### src/rtl/ifetch_buffer.sv
// Sequential instruction fetch with a DEPTH-entry buffer feeding decode over valid/ready.
// Optional macro IFETCH_ALIGN_CHECK_EN adds misalign_err and halts fetch on unaligned redirects.
module ifetch_buffer #(
    parameter int unsigned DEPTH    = 4,
    parameter logic [31:0] RESET_PC = 32'h0000_3000
) (
    input  logic        clk,
    input  logic        rst,
    output logic        imem_req,
    output logic [31:0] imem_addr,
    input  logic        imem_ack,
    input  logic [31:0] imem_rdata,
    output logic        out_valid,
    input  logic        out_ready,
    output logic [31:0] out_ir,
    output logic [31:0] out_pc,
    input  logic        redirect_en,
    input  logic [31:0] redirect_pc
`ifdef IFETCH_ALIGN_CHECK_EN
    ,output logic       misalign_err
`endif
);

    localparam int unsigned AW = $clog2(DEPTH);
    localparam int unsigned CW = AW + 1;

    typedef struct packed {
        logic [31:0] ir;
        logic [31:0] pc;
    } entry_t;

    entry_t          mem_q [DEPTH];
    entry_t          mem_d [DEPTH];
    logic [AW-1:0]   rd_ptr_q, rd_ptr_d;
    logic [AW-1:0]   wr_ptr_q, wr_ptr_d;
    logic [CW-1:0]   count_q, count_d;
    logic [31:0]     fetch_pc_q, fetch_pc_d;
    logic [31:0]     addr_q, addr_d;
    logic            req_q, req_d;
    logic            drop_q, drop_d;
    logic            mis_q, mis_d;
    logic            out_valid_q, out_valid_d;
    logic [31:0]     out_ir_q, out_ir_d;
    logic [31:0]     out_pc_q, out_pc_d;

    logic            ack_s, pop_s, push_s, hold_s, start_s;
    logic [31:0]     redir_pc_s;
    logic            redir_mis_s;

`ifdef IFETCH_ALIGN_CHECK_EN
    assign redir_pc_s  = redirect_pc;
    assign redir_mis_s = (redirect_pc[1:0] != 2'b00);
`else
    assign redir_pc_s  = redirect_pc & 32'hFFFF_FFFC;
    assign redir_mis_s = 1'b0;
`endif

    // Next-state for the buffer, fetch PC, drop flag and request handshake.
    always_comb begin
        ack_s       = imem_ack & req_q;
        pop_s       = out_valid_q & out_ready;
        push_s      = ack_s & ~drop_q;
        mem_d       = mem_q;
        rd_ptr_d    = rd_ptr_q;
        wr_ptr_d    = wr_ptr_q;
        count_d     = count_q;
        fetch_pc_d  = fetch_pc_q;
        drop_d      = drop_q;
        mis_d       = mis_q;
        addr_d      = addr_q;
        req_d       = 1'b0;
        hold_s      = 1'b0;
        start_s     = 1'b0;
        out_valid_d = 1'b0;
        out_ir_d    = out_ir_q;
        out_pc_d    = out_pc_q;

        if (redirect_en) begin
            // Flush wins over any same-cycle push or pop; a still-pending response gets dropped.
            rd_ptr_d   = {AW{1'b0}};
            wr_ptr_d   = {AW{1'b0}};
            count_d    = {CW{1'b0}};
            fetch_pc_d = redir_pc_s;
            mis_d      = redir_mis_s;
            if (ack_s) begin
                drop_d = 1'b0;
            end else if (req_q) begin
                drop_d = 1'b1;
            end else begin
                drop_d = drop_q;
            end
        end else begin
            if (pop_s) begin
                rd_ptr_d = rd_ptr_q + AW'(1);
            end else begin
                rd_ptr_d = rd_ptr_q;
            end
            if (push_s) begin
                mem_d[wr_ptr_q] = '{ir: imem_rdata, pc: addr_q};
                wr_ptr_d        = wr_ptr_q + AW'(1);
                fetch_pc_d      = addr_q + 32'd4;
            end else begin
                wr_ptr_d   = wr_ptr_q;
                fetch_pc_d = fetch_pc_q;
            end
            if (ack_s && drop_q) begin
                drop_d = 1'b0;
            end else begin
                drop_d = drop_q;
            end
            count_d = count_q + CW'(push_s) - CW'(pop_s);
        end

        // A new request needs a guaranteed free slot for its response.
        hold_s  = req_q & ~ack_s;
        start_s = ~hold_s & (count_d < CW'(DEPTH)) & ~mis_d;
        req_d   = hold_s | start_s;
        if (start_s) begin
            addr_d = fetch_pc_d;
        end else begin
            addr_d = addr_q;
        end

        out_valid_d = (count_d != {CW{1'b0}});
        if (out_valid_d) begin
            out_ir_d = mem_d[rd_ptr_d].ir;
            out_pc_d = mem_d[rd_ptr_d].pc;
        end else begin
            out_ir_d = out_ir_q;
            out_pc_d = out_pc_q;
        end
    end

    // State and output registers.
    always_ff @(posedge clk or negedge rst) begin
        if (!rst) begin
            for (int i = 0; i < int'(DEPTH); i++) begin
                mem_q[i] <= '0;
            end
            rd_ptr_q    <= {AW{1'b0}};
            wr_ptr_q    <= {AW{1'b0}};
            count_q     <= {CW{1'b0}};
            fetch_pc_q  <= RESET_PC;
            addr_q      <= RESET_PC;
            req_q       <= 1'b0;
            drop_q      <= 1'b0;
            mis_q       <= 1'b0;
            out_valid_q <= 1'b0;
            out_ir_q    <= 32'h0000_0000;
            out_pc_q    <= 32'h0000_0000;
        end else begin
            mem_q       <= mem_d;
            rd_ptr_q    <= rd_ptr_d;
            wr_ptr_q    <= wr_ptr_d;
            count_q     <= count_d;
            fetch_pc_q  <= fetch_pc_d;
            addr_q      <= addr_d;
            req_q       <= req_d;
            drop_q      <= drop_d;
            mis_q       <= mis_d;
            out_valid_q <= out_valid_d;
            out_ir_q    <= out_ir_d;
            out_pc_q    <= out_pc_d;
        end
    end

    assign imem_req  = req_q;
    assign imem_addr = addr_q;
    assign out_valid = out_valid_q;
    assign out_ir    = out_ir_q;
    assign out_pc    = out_pc_q;
`ifdef IFETCH_ALIGN_CHECK_EN
    assign misalign_err = mis_q;
`endif

endmodule

### config.mk
export PLATFORM = sky130hd
export DESIGN_NAME = ifetch_buffer
export DESIGN_NICKNAME = d
export VERILOG_FILES = /design/src/rtl/ifetch_buffer.sv
export SDC_FILE = /design/constraint.sdc
export NUM_CORES = 1
export LEC_CHECK = 0
export ABC_AREA = 1
export BUFFER_PORTS_ARGS = -buffer_cell sky130_fd_sc_hd__buf_2
export CELL_PAD_IN_SITES_DETAIL_PLACEMENT = 1
export CELL_PAD_IN_SITES_GLOBAL_PLACEMENT = 2
export CORE_UTILIZATION = 30
export DETAILED_ROUTE_END_ITERATION = 10
export PLACE_DENSITY_LB_ADDON = 0.1
export SYNTH_ARGS = -nofsm -noshare
export SYNTH_HDL_FRONTEND = slang
export SYNTH_SLANG_ARGS = --single-unit
export TNS_END_PERCENT = 50
### constraint.sdc
create_clock -name clk -period 3.4 [get_ports clk]
set_clock_uncertainty 0.05 [all_clocks]
set_input_delay 1.02 -clock clk [delete_from_list [all_inputs] [get_ports clk]]
set_output_delay 1.02 -clock clk [all_outputs]
set_load 0.05 [all_outputs]
==> impl_metrics.json <==
{
  "status": "finished clean",
  "grt_antenna_before_repair": 1,
  "core_region_area_um2": 60580,
  "max_cap_violations": 0,
  "max_freq_mhz": 349.0,
  "hold_buffers": 0,
  "worstMarginPinSlew_ns": 0.5997,
  "first_global_vias": 18330,
  "hold_viol_final": 0,
  "place_ws_ns": -0.06017,
  "critPathCaptureType": "register",
  "grt_pass1_wl_mm": 104.2,
  "drc": 0,
  "ant_nets": 0,
  "h-tree-depth": 2,
  "avgSynthCellArea_um2": 7.590,
  "ys_types": 28,
  "power_mw": 21.56,
  "cts_tree": "yes",
  "ir_drop_mv": 0.6389,
  "synth_nets": 2513,
  "required_ns": 3.84,
  "layout_min_cycle_time_ns": 2.865,
  "ys_seq_elements": 395,
  "setup_ws_ns": 0.5349,
  "finalSetupViolations": 0,
  "slew_viol_final": 0,
  "holdWs_ns": 0.3740,
  "antenna_cells": 0,
  "synth_edf_count": 0,
  "hold_class": "input pin to async pin",
  "ys_async_sr_fraction_pct": 100.0,
  "layout-drive-gt1-share_pct": 12.63,
  "initial_core_util_pct": 30.52,
  "max_slew_margin_pct": 60.02,
  "die-height_um": 250.3,
  "cts_root_buf": "clkbuf_16",
  "worstPathArrival_ns": 3.30,
  "rows": 90,
  "gp_congestion": 0.8013,
  "syn-cell-area_um2": 18490,
  "design.die.area_um2": 62630,
  "ys_seq_area_share_pct": 53.48,
  "area_growth_pct": 19.40,
  "clk_latency_ns": 0.58,
  "wl_per_cell_um": 19.20,
  "routed_wl_mm": 64.88,
  "drtIter0Drc": 930,
  "synth_ff_type": "dfrtp_1",
  "fin_crit_sh_pct": 84.27,
  "die_w_um": 250.3,
  "rsz0062_at_grt": "no",
  "startpoint_type": "input pin",
  "cts_sinks": 395,
  "synth_warnings": 0,
  "vias": 16740,
  "postSynthCellCount": 2436,
  "grt.overflow.total": 0,
  "clkTransAtPathRegs_ns": 0.06,
  "cts_setup_buffers": 0,
  "hpwl_mm": 40.45,
  "p_leak_nw": 12.19,
  "drt_pass1_iterations": 5,
  "vias_per_cell": 4.953,
  "grtUsageTotal_pct": 21.29,
  "pwr_density_cell_nw_per_um2": 976.4,
  "grt_start_max_net_pins": 65,
  "cts_buffer_depth": 3,
  "cts_inserted_buffers": 49,
  "crit_path_max_fanout": 29,
  "fin_nets": 2640,
  "cts_resized": 0,
  "worstSetupPathType": "input pin to register",
  "port_buffers": 164,
  "pin_count": 167
}
==> layout make-up <==
| type | instances | area (um^2) |
|---|---|---|
| multi-input cells | 1840 | 7756 |
| repair buffers | 224 | 1682 |
| clock buffers | 75 | 1434 |
| fillers | 7346 | 38510 |
| inverters | 53 | 201.4 |
| flip-flops and latches | 395 | 9889 |
| well taps | 782 | 978.4 |
| clock inverters | 11 | 136.4 |
==> report_power, final <==
| part | total [mW] | switching, mW | internal [mW] | leakage [nW] |
|---|---|---|---|---|
| logic | 8.82 | 6.23 | 2.59 | 6.27 |
| clock network | 5.21 | 2.10 | 3.11 | 0.771 |
| registers | 7.53 | 1.21 | 6.31 | 5.14 |
==> sequential cells by signal (all words and copies together), names as in the netlist <==
name / count
out_pc: 32
out_valid: 1
mem_q: 256
imem_addr: 32
count_q: 3
wr_ptr_q: 2
rd_ptr_q: 2
imem_req: 1
out_ir: 32
fetch_pc_q: 32
mis_q: 1
drop_q: 1
==> logic make-up (layout without fill, tap and decap cells) <==
| kind of cell | Yosys count | in the layout | share of synthesized area, % |
|---|---|---|---|
| and+or+nand+nor | 1762 | 1762 | 39.04 |
| adders and majority gates | 8 | 8 | 0.5819 |
| DFF | 395 | 395 | 53.48 |
| xor gates and xnor gates | 9 | 9 | 0.4263 |
| buffers and inverters | 201 | 363 | 4.689 |
| AOI/OAI and AO/OA | 61 | 61 | 1.773 |
==> path summary, 6_finish.rpt <==
path	startpoint	end	slack, ns	cells after the start
max	out_ready	imem_addr[8]	0.53	16
min reg2reg	out_pc[19]	out_pc[19]	0.42	2
max in group asynchronous	rst	imem_addr[12]	2.13	2
min in group clk	out_pc[19]	out_pc[19]	0.42	2
min	rst	mem_q[249]	0.37	1
max reg2reg	drop_q	imem_addr[8]	0.61	15
==> routing by layer <==
| layer | global-route usage, % | up-vias | part of all wire (%) |
|---|---|---|---|
| met3 | 3.138 | 104 | 3.3 |
| met2 | 36.25 | 233 | 48 |
| met5 | 0 | - | 0.020 |
| met1 | 27.96 | 8433 | 47 |
| li1 | - | 7968 | - |
| met4 | 6.100 | 2 | 2.5 |
==> cells in the mapped netlist, types with 3 or more instances <==
cell type,n,area share (%)
a21boi_0,6,0.24
a21oi_1,27,0.73
buf_1,17,0.35
buf_2,68,1.8
buf_4,7,0.28
clkbuf_1,55,1.1
dfrtp_1,391,53
dfstp_2,4,0.57
ha_1,7,0.47
inv_1,50,1.0
inv_2,3,0.061
nand2_1,1259,26
nand3_1,425,12
nor2_1,60,1.2
nor2_2,4,0.14
nor2_4,3,0.18
o21ai_0,24,0.65
or2_2,8,0.27
xor2_1,9,0.43
==> cell usage in the layout (no fill, tap or decap), drive strengths merged, types with 3 or more instances in the layout <==
| master | synthesis | layout |
|---|---|---|
| ha | 7 | 7 |
| clkbuf | 56 | 75 |
| or2 | 8 | 8 |
| dfstp | 4 | 4 |
| o21ai | 24 | 24 |
| dfrtp | 391 | 391 |
| a21boi | 7 | 7 |
| a21oi | 27 | 27 |
| bufinv | 0 | 3 |
| buf | 92 | 224 |
| clkinv | 0 | 7 |
| nor2 | 68 | 68 |
| inv | 53 | 53 |
| xor2 | 9 | 9 |
| nand2 | 1260 | 1260 |
| nand3 | 425 | 425 |
==> critical path, stage by stage <==
cell and delay, ns:
buf_2 0.10, nand2_1 0.07, inv_1 0.06, ha_1 0.26, inv_1 0.05, ha_1 0.12, inv_1 0.05, fa_1 0.41
or2_2 0.31, nand3_1 0.11, buf_4 0.13, nand2_1 0.13, inv_2 0.12, buf_12 0.18, nand2_1 0.08, o21ai_0 0.09
==> stage by stage <==
step / setup TNS [ns] / instances / instance area [um^2] / utilization [%]
6_report: 0 / 3380 / 22080 / 36.44
4_1_cts: 0 / 3380 / 22080 / 36.44
2_1_floorplan: 0 / 2436 / 18490 / -
3_5_place_dp: -0.4069 / 3294 / 20510 / 33.85
5_1_grt: 0 / 3380 / 22080 / 36.44
3_3_place_gp: -1.356 / 3294 / 20510 / 33.85
Power figures use the tool's default switching activity.
